`config.mk`:
```
export PLATFORM = sky130hd
export DESIGN_NAME = deparser_flat
export DESIGN_NICKNAME = d
export VERILOG_FILES = /design/src/rtl/deparser_if.sv /design/src/rtl/deparser.sv /design/src/flat_wrapper.sv
export SDC_FILE = /design/constraint.sdc
export NUM_CORES = 1
export LEC_CHECK = 0
export CAP_MARGIN = 20
export CORE_ASPECT_RATIO = 0.7
export CORE_MARGIN = 2
export CORE_UTILIZATION = 50
export DETAILED_ROUTE_END_ITERATION = 12
export PLACE_DENSITY = 0.77
export SYNTH_ARGS = -nofsm -noshare
export SYNTH_HDL_FRONTEND = slang
export SYNTH_SLANG_ARGS = --single-unit
```
`constraint.sdc`:
```
create_clock -name clk -period 17.1 [get_ports clk]
set_input_delay 2.565 -clock clk [delete_from_list [all_inputs] [get_ports clk]]
set_output_delay 2.565 -clock clk [all_outputs]
set_load 0.05 [all_outputs]
```
`src/rtl/deparser_if.sv`:
```
// Memory write bus of the deparser.
// The deparser drives one single-cycle write per tagged header onto this bus.
// The memory side has no stall, so every asserted write is accepted in that cycle.
//   mem_ce_o    : memory enable
//   mem_we_o    : write enable (never 1 while mem_ce_o is 0)
//   mem_addr_o  : byte address of the write
//   mem_width_o : write width in bytes (1..4)
//   mem_data_o  : right-aligned write data
// Modports: master (deparser side), slave (memory side).
interface deparser_if;
    localparam int ADDR_BUS   = 32;
    localparam int WORD_WIDTH = 32;

    logic                  mem_ce_o;
    logic                  mem_we_o;
    logic [ADDR_BUS-1:0]   mem_addr_o;
    logic [3:0]            mem_width_o;
    logic [WORD_WIDTH-1:0] mem_data_o;

    modport master (
        output mem_ce_o,
        output mem_we_o,
        output mem_addr_o,
        output mem_width_o,
        output mem_data_o
    );

    modport slave (
        input mem_ce_o,
        input mem_we_o,
        input mem_addr_o,
        input mem_width_o,
        input mem_data_o
    );
endinterface

```
`src/rtl/deparser.sv`:
```
// Deparser: writes the next-header tag of each parsed header back into packet memory.
// For each header i the tag is looked up in next_table[i] by the id of the
// following header and written at hdr(i) addr + next_tag_start[i].
// Ports:
//   clk, rst             : clock, asynchronous active-high reset
//   start_i              : level request to deparse one packet, held until ready_o
//   parsed_hdrs_i        : {hdr0 addr, hdr1 addr}; NO_HEADER marks an absent header
//   mod_*                : configuration write port (accepted only while idle)
//   mem                  : memory write bus (deparser_if.master)
//   ready_o              : packet done (sticky until the next accepted start)
//   err_o                : a required tag had no table entry (sticky until next start)
// Entry layout: NEXT_TAG_VAL = entry[31:16], NEXT_HDR_ID = entry[15:0].
module deparser (
    input  logic        clk,
    input  logic        rst,
    input  logic        start_i,
    input  logic [63:0] parsed_hdrs_i,
    input  logic        mod_start_i,
    input  logic [31:0] mod_hdr_id_i,
    input  logic [31:0] mod_hdr_len_i,
    input  logic [31:0] mod_next_tag_start_i,
    input  logic [31:0] mod_next_tag_len_i,
    input  logic [63:0] mod_next_table_i,
    deparser_if.master  mem,
    output logic        ready_o,
    output logic        err_o
);
    localparam int          NUM_HEADERS     = 2;
    localparam int          NEXT_TABLE_SIZE = 2;
    localparam int          WORD_WIDTH      = 32;
    localparam logic [31:0] NO_HEADER       = 32'hFFFF_FFFF;

    typedef enum logic [1:0] {
        ST_FREE = 2'd0,
        ST_TAG0 = 2'd1,
        ST_TAG1 = 2'd2,
        ST_DONE = 2'd3
    } state_t;

    // First matching entry wins; result is {hit, NEXT_TAG_VAL}.
    function automatic logic [16:0] lookup(input logic [31:0] e0, input logic [31:0] e1,
                                           input logic [15:0] id);
        logic [16:0] r;
        r = 17'd0;
        if (e0[15:0] == id) begin
            r = {1'b1, e0[31:16]};
        end else if (e1[15:0] == id) begin
            r = {1'b1, e1[31:16]};
        end else begin
            r = 17'd0;
        end
        return r;
    endfunction

    state_t      state_r, next_state_s;
    logic [31:0] hdr_r       [NUM_HEADERS];
    logic [31:0] tag_start_r [NUM_HEADERS];
    logic [31:0] tag_len_r   [NUM_HEADERS];
    logic [31:0] table_r     [NUM_HEADERS][NEXT_TABLE_SIZE];

    logic                  ce_r, we_r, ready_r, err_r;
    logic [31:0]           addr_r;
    logic [3:0]            width_r;
    logic [WORD_WIDTH-1:0] data_r;

    logic        start_accept_s, cfg_write_s;
    logic        idx_s, in_tag_s, last_s, wr_req_s, hit_s;
    logic [15:0] next_id_s, tag_val_s;
    logic [16:0] lookup_s;
    logic [31:0] wr_addr_s;
    logic [3:0]  wr_width_s;

    // The header length belongs to the shared config port but the deparser has no use for it.
    logic unused_hdr_len_s;
    assign unused_hdr_len_s = ^mod_hdr_len_i;

    // Configuration wins over a simultaneous start; ids beyond the header count are ignored.
    assign cfg_write_s    = (state_r == ST_FREE) && mod_start_i && (mod_hdr_id_i[31:1] == 31'd0);
    assign start_accept_s = (state_r == ST_FREE) && start_i && !mod_start_i;

    // Per-header tag decision for the current TAG state.
    always_comb begin
        idx_s      = 1'b0;
        in_tag_s   = 1'b0;
        last_s     = 1'b1;
        next_id_s  = 16'd0;
        lookup_s   = 17'd0;
        hit_s      = 1'b0;
        tag_val_s  = 16'd0;
        wr_req_s   = 1'b0;
        wr_addr_s  = 32'd0;
        wr_width_s = 4'd0;
        if ((state_r == ST_TAG0) || (state_r == ST_TAG1)) begin
            in_tag_s = 1'b1;
            idx_s    = (state_r == ST_TAG1);
        end else begin
            in_tag_s = 1'b0;
        end
        // Only hdr0 can have a successor, and only if hdr1 is present.
        last_s     = idx_s || (hdr_r[1] == NO_HEADER);
        next_id_s  = {15'd0, idx_s} + 16'd1;
        lookup_s   = lookup(table_r[idx_s][0], table_r[idx_s][1], next_id_s);
        hit_s      = lookup_s[16];
        tag_val_s  = lookup_s[15:0];
        wr_req_s   = in_tag_s && !last_s && (hdr_r[idx_s] != NO_HEADER) &&
                     (tag_len_r[idx_s] != 32'd0);
        wr_addr_s  = hdr_r[idx_s] + tag_start_r[idx_s];
        wr_width_s = (tag_len_r[idx_s] > 32'd4) ? 4'd4 : tag_len_r[idx_s][3:0];
    end

    // State register.
    always_ff @(posedge clk or posedge rst) begin
        if (rst) begin
            state_r <= ST_FREE;
        end else begin
            state_r <= next_state_s;
        end
    end

    // Next-state logic.
    always_comb begin
        next_state_s = ST_FREE;
        case (state_r)
            ST_FREE: begin
                if (start_accept_s) begin
                    next_state_s = ST_TAG0;
                end else begin
                    next_state_s = ST_FREE;
                end
            end
            ST_TAG0: next_state_s = ST_TAG1;
            ST_TAG1: next_state_s = ST_DONE;
            ST_DONE: begin
                if (start_i) begin
                    next_state_s = ST_DONE;
                end else begin
                    next_state_s = ST_FREE;
                end
            end
            default: next_state_s = ST_FREE;
        endcase
    end

    // Per-header configuration storage.
    always_ff @(posedge clk or posedge rst) begin
        if (rst) begin
            for (int i = 0; i < NUM_HEADERS; i++) begin
                tag_start_r[i] <= 32'd0;
                tag_len_r[i]   <= 32'd0;
                for (int j = 0; j < NEXT_TABLE_SIZE; j++) begin
                    table_r[i][j] <= 32'd0;
                end
            end
        end else if (cfg_write_s) begin
            tag_start_r[mod_hdr_id_i[0]] <= mod_next_tag_start_i;
            tag_len_r[mod_hdr_id_i[0]]   <= mod_next_tag_len_i;
            table_r[mod_hdr_id_i[0]][0]  <= mod_next_table_i[63:32];
            table_r[mod_hdr_id_i[0]][1]  <= mod_next_table_i[31:0];
        end
    end

    // Latch the parsed header addresses when a packet is accepted.
    always_ff @(posedge clk or posedge rst) begin
        if (rst) begin
            hdr_r[0] <= NO_HEADER;
            hdr_r[1] <= NO_HEADER;
        end else if (start_accept_s) begin
            hdr_r[0] <= parsed_hdrs_i[63:32];
            hdr_r[1] <= parsed_hdrs_i[31:0];
        end
    end

    // Registered memory write, ready and error outputs.
    always_ff @(posedge clk or posedge rst) begin
        if (rst) begin
            ce_r    <= 1'b0;
            we_r    <= 1'b0;
            addr_r  <= 32'd0;
            width_r <= 4'd0;
            data_r  <= {WORD_WIDTH{1'b0}};
            ready_r <= 1'b0;
            err_r   <= 1'b0;
        end else begin
            if (wr_req_s && hit_s) begin
                ce_r    <= 1'b1;
                we_r    <= 1'b1;
                addr_r  <= wr_addr_s;
                width_r <= wr_width_s;
                data_r  <= {16'd0, tag_val_s};
            end else begin
                ce_r    <= 1'b0;
                we_r    <= 1'b0;
                addr_r  <= 32'd0;
                width_r <= 4'd0;
                data_r  <= {WORD_WIDTH{1'b0}};
            end
            if (start_accept_s) begin
                ready_r <= 1'b0;
                err_r   <= 1'b0;
            end else if (state_r == ST_DONE) begin
                ready_r <= 1'b1;
            end else if (wr_req_s && !hit_s) begin
                err_r <= 1'b1;
            end
        end
    end

    assign mem.mem_ce_o    = ce_r;
    assign mem.mem_we_o    = we_r;
    assign mem.mem_addr_o  = addr_r;
    assign mem.mem_width_o = width_r;
    assign mem.mem_data_o  = data_r;
    assign ready_o         = ready_r;
    assign err_o           = err_r;
endmodule

```
`src/flat_wrapper.sv`:
```
// flat-port wrapper written by rule: the top's interface ports become plain ports
module deparser_flat 
  (clk, rst, start_i, parsed_hdrs_i, mod_start_i, mod_hdr_id_i, mod_hdr_len_i, mod_next_tag_start_i, mod_next_tag_len_i, mod_next_table_i, ready_o, err_o, mem_mem_ce_o, mem_mem_we_o, mem_mem_addr_o, mem_mem_width_o, mem_mem_data_o);
  deparser_if mem_i ();
  input  logic clk;
  input  logic rst;
  input  logic start_i;
  input  logic [63:0] parsed_hdrs_i;
  input  logic mod_start_i;
  input  logic [31:0] mod_hdr_id_i;
  input  logic [31:0] mod_hdr_len_i;
  input  logic [31:0] mod_next_tag_start_i;
  input  logic [31:0] mod_next_tag_len_i;
  input  logic [63:0] mod_next_table_i;
  output logic ready_o;
  output logic err_o;
  output wire logic [$bits(mem_i.mem_ce_o)-1:0] mem_mem_ce_o;
  output wire logic [$bits(mem_i.mem_we_o)-1:0] mem_mem_we_o;
  output wire logic [$bits(mem_i.mem_addr_o)-1:0] mem_mem_addr_o;
  output wire logic [$bits(mem_i.mem_width_o)-1:0] mem_mem_width_o;
  output wire logic [$bits(mem_i.mem_data_o)-1:0] mem_mem_data_o;
  assign mem_mem_ce_o = mem_i.mem_ce_o;
  assign mem_mem_we_o = mem_i.mem_we_o;
  assign mem_mem_addr_o = mem_i.mem_addr_o;
  assign mem_mem_width_o = mem_i.mem_width_o;
  assign mem_mem_data_o = mem_i.mem_data_o;
  deparser u_core (.clk(clk), .rst(rst), .start_i(start_i), .parsed_hdrs_i(parsed_hdrs_i), .mod_start_i(mod_start_i), .mod_hdr_id_i(mod_hdr_id_i), .mod_hdr_len_i(mod_hdr_len_i), .mod_next_tag_start_i(mod_next_tag_start_i), .mod_next_tag_len_i(mod_next_tag_len_i), .mod_next_table_i(mod_next_table_i), .mem(mem_i), .ready_o(ready_o), .err_o(err_o));
endmodule
```
==> reports/results.ini <==
[run_status]
status=complete, no violations

[drt]
wl_per_cell_um=21.0
drtIter0Drc=807
remaining_drc_errors=0
totalWireLength_mm=43.6
viasPerCell=5.59
vias=11600
drt-pass1-iter-count=5
drtAntennaViolNets=0

[floorplan]
num_rows=57
die_y_um=161
dieArea_um2=36900
core_um2=34700
boundaryPins=332
die_w_um=229
initial_utilization=0.509

[global_route]
antenna_found_initial=7
grt_start_max_net_pins=182
grt_first_pass_wirelength_mm=68.4
grt_usage=0.238
grt_pass1_vias=12300
overflow=0

[power]
p_comb_frac=0.251
power_switching_mw=0.782
sequentialPowerShare=0.410
ir_worst_vdd_mv=0.0689
pwr_density_cell_nw_per_um2=122
clockPowerShare=0.339
p_int_mw=1.92
finalPower_mw=2.70
p_leak_nw=10.3
swShare=0.290

[critical_path]
reg2reg_depth=9
start_kind=input port
critical_path.cell_chain=clkdlybuf4s50_1 -> nor4b_1 -> nand4_1 -> nor4_1 -> and4_1 -> and2b_4 -> buf_4 -> mux2_2
rr_endpoint=u_core.table_r[124]
critical-path-max-stage-delay_ps=960
worstPathArrival_ps=6490
cp-end-kind=register
r2r-start=u_core.state_r[0]
worst-path-max-fanout=68
r2r_slack_ps=12620
worstSetupPathType=in2reg
crit_slowest_cell=buf_4
cp_data_required_time_ps=17510

[synthesis]
synth_warnings=0
netlist_area_um2=17700
yosysMostFrequentCell=mux2_2
ys_ff_latch=377
ys.flop_type=dfrtp_1
synth_top_cell_area_share=0.443
synth_cell_types=73
synthCells=1296
synthArstFlopShare=1.00
synthTopCellsByCount=409 x mux2_2, 313 x dfrtp_1, 64 x dfstp_2
synth_top_cell_by_area=dfrtp_1
avgSynthCellArea_um2=13.6
ys_top_cells_by_area=dfrtp_1 44%, mux2_2 26%, dfstp_2 9.5%, ha_1 2.5%, buf_6 2.1%
synth_edf_count=0
ys_seq_area_frac=0.538

[place]
dpl.hpwl_mm=30.6
portBuffers=283
pre_cts_ws_ps=10480
dp_cells=1997
gp_congestion=0.889

[timing]
rsz0062_at_grt=no
fin_skew_ps=24.6
worst_slew_pin_slew_ps=1060
setup_tns_ps=0
finalCritPeriodShare=0.356
final_hold_viol_count=0
whs_ps=482
final_max_slew_viol_count=0
layout_setup_ws_ps=11010
max_slew_margin=0.293
fmax_ghz=0.164
period_minus_slack_ps=6090
setup_viol=0

[job]
max-cap-violations=0

[clocking]
numCtsBuffers=38
cts_setup_buffers=0
clk_root_buffer_cell=clkbuf_16
cts_resized=0
clk_latency_ps=540
ctsHoldBuffers=0
cts_max_path_buffers=3
cts.sinks=377
cts.htree.levels=2
cts_tree=built
cts.clk_slew.worst_paths_ps=60

[cells_and_area]
drive_gt1_frac=0.353
layout.nets=1864
area_growth_pct=25.1
final_cells=2075

[min_path]
holdPathEnd=u_core.ready_o
holdCritPathClass=reg2reg
min_path_cells=1
hp-start=u_core.ready_o

[area by class of cell]
type	instances	area [µm²]
Antenna cell	6	15.0
Clock buffer	51	1030
Clock inverter	19	355
Fill cell	2575	12600
Inverter	14	60.1
Multi-Input combinational cell	841	7580
Sequential cell	377	9510
Tap cell	472	591
Timing Repair Buffer	295	2980
[critical path, delay by kind of cell]
family,cells,cell delay (ps)
AND/OR/NAND/NOR,5,2080
buffers and inverters,2,1360
multiplexers,1,430
[placed cells by master, fill, tap and decap left out, types with 11 or more instances in the layout]
cell type,Yosys,final
dfstp_2,64,64
nor3_1,22,22
nand2_1,26,25
nand3_1,12,12
clkdlybuf4s50_1,0,283
a21o_1,13,13
mux2_2,409,409
a21oi_1,31,31
o21ai_0,15,15
xor2_1,11,11
dfrtp_1,313,313
ha_1,36,34
conb_1,1,17
a22oi_1,17,17
nor4_1,26,26
clkbuf_16,0,38
nor2_1,59,59
inv_1,14,13
nand4_1,24,24
[layer usage]
layer | routed length [µm] | share of wire | vias up | GRT usage
met5 | 0 | 0 | - | 0
met2 | 20300 | 0.46 | 337 | 0.377
met3 | 2550 | 0.059 | 61 | 0.0478
li1 | - | - | 5272 | -
met4 | 1020 | 0.023 | 0 | 0.0682
met1 | 19800 | 0.45 | 5924 | 0.335
[metrics by stage]
stage                     instance area (µm²)  utilization
final                                   22100        0.637
after global routing                    22100        0.637
after CTS                               22000        0.635
after detailed placement                20700        0.595
after global placement                  20700        0.595
after floorplan                         17700            -
[how the worst max path moves through the flow]
stage                             endpoint        startpoint  cells after the start  slack (ps)
floorplan                     u_core.err_o               rst                      1        4170
global placement    u_core.tag_start_r[44]  mod_hdr_id_i[18]                      8       10550
detailed placement     u_core.table_r[124]  mod_hdr_id_i[18]                      8       10480
CTS                    u_core.table_r[124]  mod_hdr_id_i[18]                      8       11020
global route           u_core.table_r[124]  mod_hdr_id_i[18]                      8       10940
finish                 u_core.table_r[124]  mod_hdr_id_i[18]                      8       11010
[logic make-up (layout without fill, tap and decap cells)]
| logic type | count (synthesis) | count (layout) | synth area share |
|---|---|---|---|
| xor gates and xnor gates | 21 | 21 | 0.0104 |
| buffers and inverters | 94 | 379 | 0.0383 |
| other | 1 | 23 | 0.000212 |
| and+or+nand+nor | 213 | 213 | 0.0659 |
| adders and majority gates | 37 | 37 | 0.0266 |
| AOI/OAI and AO/OA | 134 | 134 | 0.0541 |
| muxes | 419 | 419 | 0.266 |
| DFF | 377 | 377 | 0.538 |
[sequential cells by signal (all words and copies together), names as in the netlist, 2 cells and up]
name                    flops
u_core.table_r            128
u_core.hdr_r               64
u_core.tag_len_r           64
u_core.tag_start_r         64
u_core.mem.mem_addr_o      32
u_core.mem.mem_data_o      16
u_core.mem.mem_width_o      4
u_core.state_r              2
[power by group through the flow]
stage / combinational (mW) / clock, mW / sequential (mW)
floorplan: 0.477 / 0 / 1.09
global placement: 0.657 / 0 / 1.12
detailed placement: 0.670 / 0 / 1.12
CTS: 0.675 / 0.934 / 1.11
global route: 0.732 / 0.974 / 1.12
finish: 0.677 / 0.914 / 1.11
Power figures use the tool's default switching activity.
